<file path="src/rtl/flatten_collector.sv">
// Serial-to-parallel pixel collector for the BNN final layer: fills a NUM_INPUTS-bit vector, then holds it.
// Optional sticky protocol checking is enabled by defining FLATTEN_OVERRUN_CHECK_EN.
module flatten_collector #(
  parameter int NUM_INPUTS = 196
) (
  input  logic                  clock,
  input  logic                  reset,
  input  logic                  frame_start,
  input  logic                  pixel_valid,
  input  logic                  pixel_bit,
  input  logic                  layer_done,
  output logic                  pixel_ready,
  output logic [NUM_INPUTS-1:0] data_out,
  output logic                  layer_en,
  output logic                  frame_done,
  output logic                  overrun_err
);

  localparam int         IDX_W = $clog2(NUM_INPUTS);
  localparam logic [7:0] LAST  = 8'(NUM_INPUTS - 1);

  typedef enum logic [1:0] {IDLE, FILL, HOLD} state_t;

  state_t                  state_q;
  logic [7:0]              count_q;
  logic [NUM_INPUTS-1:0]   data_q;
  logic                    frame_done_q;

  always_ff @(posedge clock or negedge reset) begin
    if (!reset) begin
      state_q      <= IDLE;
      count_q      <= 8'd0;
      data_q       <= '0;
      frame_done_q <= 1'b0;
    end else begin
      frame_done_q <= 1'b0;
      case (state_q)
        IDLE, FILL: begin
          // A new frame discards any partial one; a coincident pixel lands at index 0.
          if (frame_start) begin
            state_q <= FILL;
            if (pixel_valid) begin
              data_q  <= NUM_INPUTS'(pixel_bit);
              count_q <= 8'd1;
            end else begin
              data_q  <= '0;
              count_q <= 8'd0;
            end
          end else if (state_q == FILL && pixel_valid) begin
            data_q[count_q[IDX_W-1:0]] <= pixel_bit;
            if (count_q == LAST) begin
              state_q <= HOLD;
              count_q <= 8'd0;
            end else begin
              count_q <= count_q + 8'd1;
            end
          end
        end
        HOLD: begin
          if (layer_done) begin
            state_q      <= IDLE;
            frame_done_q <= 1'b1;
          end
        end
        default: state_q <= IDLE;
      endcase
    end
  end

  assign data_out    = data_q;
  assign layer_en    = (state_q == HOLD);
  assign pixel_ready = (state_q != HOLD);
  assign frame_done  = frame_done_q;

`ifdef FLATTEN_OVERRUN_CHECK_EN
  logic err_q;

  always_ff @(posedge clock or negedge reset) begin
    if (!reset) begin
      err_q <= 1'b0;
    end else if ((state_q == HOLD && pixel_valid) ||
                 (state_q == IDLE && pixel_valid && !frame_start) ||
                 (state_q == FILL && frame_start && count_q != 8'd0)) begin
      err_q <= 1'b1;
    end
  end

  assign overrun_err = err_q;
`else
  assign overrun_err = 1'b0;
`endif

endmodule

</file>
<file path="config.mk">
export PLATFORM = sky130hd
export DESIGN_NAME = flatten_collector
export DESIGN_NICKNAME = d
export VERILOG_FILES = /design/src/rtl/flatten_collector.sv
export SDC_FILE = /design/constraint.sdc
export NUM_CORES = 1
export LEC_CHECK = 0
export ABC_CLOCK_PERIOD_IN_PS = 4600
export CORE_MARGIN = 2
export CORE_UTILIZATION = 55
export CTS_CLUSTER_SIZE = 28
export DETAILED_ROUTE_END_ITERATION = 6
export PLACE_DENSITY = 0.93
export SLEW_MARGIN = 25
export SYNTH_ARGS = -nofsm -noshare
export SYNTH_HDL_FRONTEND = slang
export SYNTH_SLANG_ARGS = --single-unit
</file>
<file path="constraint.sdc">
create_clock -name clock -period 4.6 [get_ports clock]
set_input_delay 1.38 -clock clock [delete_from_list [all_inputs] [get_ports clock]]
set_output_delay 1.38 -clock clock [all_outputs]
set_load 0.005 [all_outputs]
</file>
==> results.toml, run 1 <==
[critical_path]
endpoint_kind = "flip-flop"
reg2regPathDepth = 5
criticalPathCategory = "primary input to flip-flop"
reg2reg_slack_ns = 2.14
reg2reg_to = "data_out[71]"
worstPathArrival_ns = 3.79
rr_startpoint = "count_q[2]"
critPathMaxFanout = 20
cp_data_required_time_ns = 4.98
start_kind = "primary input"

[timing]
fin_crit_ns = 3.416
fmax_mhz = 292.7
rsz0062_at_grt = "false"
setup_violations = 0
fin_setup_tns_ns = 0
setup_ws_ns = 1.184
relSlewSlack = 0.3278
hold_viol_final = 0
finClkSkew_ns = 0.01788
worst_pin_slew_ns = 1.006
drv_slew = 0
min_period_over_period = 0.7427

[power]
power.density_nw_per_um2 = 329.6
power_mw = 4.031
peakVddDrop_mv = 0.2846
power.leakage_nw = 4.830

[floorplan]
io_pins = 206
die_area_um2 = 18080
dieWidth_um = 134.5
initial_core_util = 0.5627
fp-row-count = 47
coreArea_um2 = 16640
die_y_um = 134.5

[placed_design]
postPlaceCellArea_um2 = 11390
dp_hpwl_um = 17750
pre_cts_ws_ns = 0.7420
port_buffers = 204
place_congestion = 0.8747
dpl.cell_count = 1176

[yosys]
synth_top_cell_by_area = "dfrtp_1"
syn_avg_cell_area_um2 = 11.07
synthArstFlopShare = 1.000
ys_warn_count = 0
netlist_area_um2 = 9364
ys_seq_area_frac = 0.5532
synthFlopType = "dfrtp_1"
synth_common_cells = "207 x dfrtp_1, 179 x o211ai_1, 164 x o31ai_1"
synth_nets = 856
synth_edf_count = 0
syn_inst = 846
synth.most_common_cell = "dfrtp_1"
synth_area_leaders = "dfrtp_1 55%, o211ai_1 14%, o31ai_1 13%, clkbuf_1 2.6%, buf_2 2.1%"
synth-seq-cells = 207
synth_cell_type_count = 46
synth_top_area_share = 0.5532

[cts]
clockRootBuffer = "clkbuf_16"
clk_pin_slew_ns = 0.06
cts.htree.levels = 1
numCtsBuffers = 22
ctsResizeCount = 0
clkSinkCount = 207
cts_hold_repair.buffers = 0
cts_tree = "done"
clock_path_buffers = 3
clk_latency_ns = 0.52
cts_setup_buffers = 0

[detailed_routing]
num_vias = 8293
post_drt_wl_per_cell_um = 23.98
drtIter0Drc = 1009
drc_errors = 0
vias_per_cell = 6.826
ant_nets = 0
wirelength_um = 29140
dr.pass1.iters = 7

[outcome]
status = "completed"

[finish]
diodes = 0
syn_to_final_growth_pct = 30.60
fill_cells = 1076
final_nets = 990
layout-drive-gt1-share = 0.08744
fin_cells = 1215
final_area_um2 = 12230

[grt]
grt_use_total = 0.3112
antenna_found_initial = 0
grt_pass1_vias = 7742
grt_first_pass_wirelength_um = 44350
grt_max_degree = 197
grt_overflow = 0

[hold_path]
hold_path_depth = 1
hold_path.startpoint = "data_out[159]"
holdPathEnd = "data_out[159]"
min_path_type = "flip-flop to flip-flop"

[job]
drv_cap = 0
## cell families (layout without fill, tap and decap cells)
group | Yosys count | in the layout | share of synthesized area
compound gates | 398 | 398 | 0.3161
xor+xnor | 4 | 4 | 0.003742
fa+ha+maj | 4 | 4 | 0.005345
buf+inv | 130 | 279 | 0.06146
flops | 207 | 207 | 0.5532
mux | 4 | 4 | 0.004276
other cells | 1 | 1 | 0.0004005
simple gates | 98 | 98 | 0.05545
## metal layers
layer | track usage | wire, µm | vias to the layer above
met3 | 0.05030 | 2394 | 82
met1 | 0.4229 | 11580 | 4160
met2 | 0.5060 | 13990 | 466
li1 | - | - | 3585
met4 | 0.1240 | 1175 | 0
met5 | 0 | 0 | -
## through the flow
step,hold WS (ns),util
2_1_floorplan,0.5069,-
3_3_place_gp,0.4911,0.6846
3_5_place_dp,0.5048,0.6846
4_1_cts,0.5188,0.7335
5_1_grt,0.5268,0.7348
6_report,0.5149,0.7348
## flip-flops by register name, indices dropped and copies added (netlist names)
name,cells
count_q,8
data_out,196
frame_done,1
state_q,2
## layout by cell type, fill, tap and decap left out, types with 4 or more instances in the layout
cell,n
dfrtp_1,207
clkdlybuf4s50_1,203
o211ai_1,179
o31ai_1,164
nand2_1,24
o21ai_0,23
buf_4,23
clkbuf_16,22
nand4_1,17
nor2_1,12
nand2_2,10
nand3_1,10
inv_1,9
o311ai_0,9
clkbuf_8,8
and2b_1,4
nor2b_1,4
o32ai_1,4
mux2i_1,4
a21oi_1,4
ha_1,4
bufinv_16,4
## power by group
group | internal (mW) | total [mW] | leakage [nW] | switching (mW)
Sequential | 1.83 | 1.84 | 2.88 | 0.00960
Combinational | 0.0461 | 0.230 | 1.55 | 0.184
Clock | 1.22 | 1.96 | 0.398 | 0.747
## worst max-delay path: stages
cell             delay [ns]
clkdlybuf4s50_1        0.77
a21o_1                 0.51
nand3_1                0.44
buf_4                  0.34
o211ai_1               0.24
o31ai_1                0.11
## cell type report
class | instances | area, µm² | area share
clock buffers | 30 | 650.6 | 0.05320
clock inverters | 9 | 162.7 | 0.01330
inverters | 10 | 37.54 | 0.003069
flip-flops and latches | 207 | 5180 | 0.4236
repair buffers | 230 | 2278 | 0.1863
multi-input cells | 509 | 3645 | 0.2980
well taps | 220 | 275.3 | 0.02251
## how the worst max path moves through the flow
stage                               end        start  cells past startpoint
after floorplan           data_out[128]  frame_start                      8
after global placement     data_out[39]  frame_start                      6
after detailed placement    data_out[7]  frame_start                      6
after CTS                  data_out[63]  frame_start                      6
after global routing        data_out[7]  frame_start                      6
final                      data_out[63]  frame_start                      6
(Power assumes the default switching activity.)
==> run 2: changes to the inputs <==
- ABC_CLOCK_PERIOD_IN_PS: 4600 -> 3020
- CORE_UTILIZATION: 55 -> 46
- PLACE_DENSITY: 0.93 -> 0.84
- clock period: 4.6 -> 3.02 ns (I/O delays scaled with it)
==> run 2 against run 1 <==
Effect of this change:
- utilization fell by 12 points
- final cell count grew 5.6%
- total power up 46%
- combinational power is 63% higher
- wire length is 2.1% lower
==> results.toml, run 2 (same netlist as run 1, synthesis figures left out) <==
[floorplan]
fp-row-count = 52
coreArea_um2 = 20100
die_y_um = 146.7
io_pins = 206
die_area_um2 = 21510
initial_core_util = 0.4658
dieWidth_um = 146.7

[timing]
finClkSkew_ns = 0.01228
hold_ws_ns = 0.3605
fmax_mhz = 344.8
fin_setup_tns_ns = 0
relSlewSlack = 0.3214
worst_pin_slew_ns = 1.015
drv_slew = 0
min_period_over_period = 0.9603
rsz0062_at_grt = "false"
setup_ws_ns = 0.1200
setup_violations = 0
fin_crit_ns = 2.900
hold_viol_final = 0

[cts]
clock_path_buffers = 3
clk_latency_ns = 0.51
cts_hold_repair.buffers = 0
clkSinkCount = 207
cts.htree.levels = 1
clockRootBuffer = "clkbuf_16"
cts_tree = "done"
cts_setup_buffers = 0
numCtsBuffers = 22
ctsResizeCount = 0
clk_pin_slew_ns = 0.06

[grt]
grt_overflow = 0
grt_use_total = 0.2605
grt_max_degree = 69
grt_first_pass_wirelength_um = 44490
grt_pass1_vias = 7604
antenna_found_initial = 0

[power]
power.leakage_nw = 4.885
peakVddDrop_mv = 0.4751
power_mw = 5.885
power.density_nw_per_um2 = 475.3

[detailed_routing]
wirelength_um = 28520
post_drt_wl_per_cell_um = 22.23
vias_per_cell = 6.213
dr.pass1.iters = 5
drc_errors = 0
drtIter0Drc = 733
num_vias = 7971
ant_nets = 0

[placed_design]
dp_hpwl_um = 18290
dpl.cell_count = 1245
port_buffers = 204
postPlaceCellArea_um2 = 11650
place_congestion = 0.8453
pre_cts_ws_ns = 0.1522

[finish]
final_nets = 1009
layout-drive-gt1-share = 0.09378
mostFrequentLayoutCells = "207 x dfrtp_1, 203 x clkdlybuf4s50_1, 179 x o211ai_1"
fill_cells = 1550
utilization = 0.6159
final_common_cell = "dfrtp_1"
final_area_um2 = 12380
largest_reg_flops = 196
diodes = 0
fin_cells = 1283
syn_to_final_growth_pct = 32.23

[hold_path]
min_path_type = "primary input to asynchronous set/reset pin"

[critical_path]
rr_startpoint = "count_q[2]"
worstPathArrival_ns = 1.99
reg2regPathDepth = 5
criticalPathCategory = "flip-flop to output pin"
start_kind = "flip-flop"
reg2reg_slack_ns = 0.84
endpoint_kind = "output pin"
critPathMaxFanout = 17
reg2reg_to = "data_out[70]"
cp_slowest_cell = "clkdlybuf4s50_1"
critPathMaxStageDelay_ns = 0.50
crit_chain = "inv_2 -> nor2_1 -> inv_1 -> clkdlybuf4s50_1"
cp_data_required_time_ns = 2.11

[job]
drv_cap = 0

[outcome]
status = "completed"
## run 2: worst max-delay path: cells and delay by family, from the launching register on
kind	cells	cell delay, ns
buffers and inverters	3	0.91
DFF	1	0.46
and+or+nand+nor	1	0.12
## run 2: layout make-up
type / count / area, µm² / area share
Clock buffer: 31 / 624.3 / 0.05042
Clock inverter: 7 / 101.3 / 0.008185
Inverter: 10 / 37.54 / 0.003032
Multi-Input combinational cell: 509 / 3630 / 0.2931
Sequential cell: 207 / 5180 / 0.4184
Tap cell: 270 / 337.8 / 0.02728
Timing Repair Buffer: 249 / 2471 / 0.1996
## run 2: power breakdown
part / switching (mW) / internal (mW) / leakage [nW]
clock network: 1.10 / 1.61 / 0.349
logic: 0.286 / 0.0898 / 1.65
registers: 0.0138 / 2.78 / 2.88
## run 2: worst max path at each step
stage	startpoint	endpoint	cells past startpoint
2_1_floorplan	frame_start	data_out[128]	8
3_3_place_gp	pixel_valid	data_out[92]	7
3_5_place_dp	pixel_valid	data_out[92]	7
4_1_cts	state_q[1]	pixel_ready	4
5_1_grt	state_q[1]	pixel_ready	4
6_report	state_q[1]	pixel_ready	4
## run 2: per-layer routing
layer | vias to the layer above | global-route usage | part of all wire | routed length [µm]
li1 | 3648 | - | - | -
met1 | 3915 | 0.3576 | 0.41 | 11780
met2 | 341 | 0.4138 | 0.47 | 13450
met3 | 67 | 0.04969 | 0.077 | 2195
met4 | 0 | 0.09709 | 0.038 | 1092
met5 | - | 0 | 0 | 0
==> run 3: changes to the inputs <==
==> constraint.sdc (replaced) <==
create_clock -name clock -period 3.02 [get_ports clock]
set_input_delay 0.906 -clock clock [delete_from_list [all_inputs] [get_ports clock]]
set_output_delay 0.906 -clock clock [all_outputs]
set_load 0.01 [all_outputs]
==> results of run 3 <==
Same layout as run 2 (identical final DEF). Status: completed.
Main changes from that run: setup slack after layout 0.1200 ns -> 0.08462 ns; total power 5.885 mW -> 5.887 mW
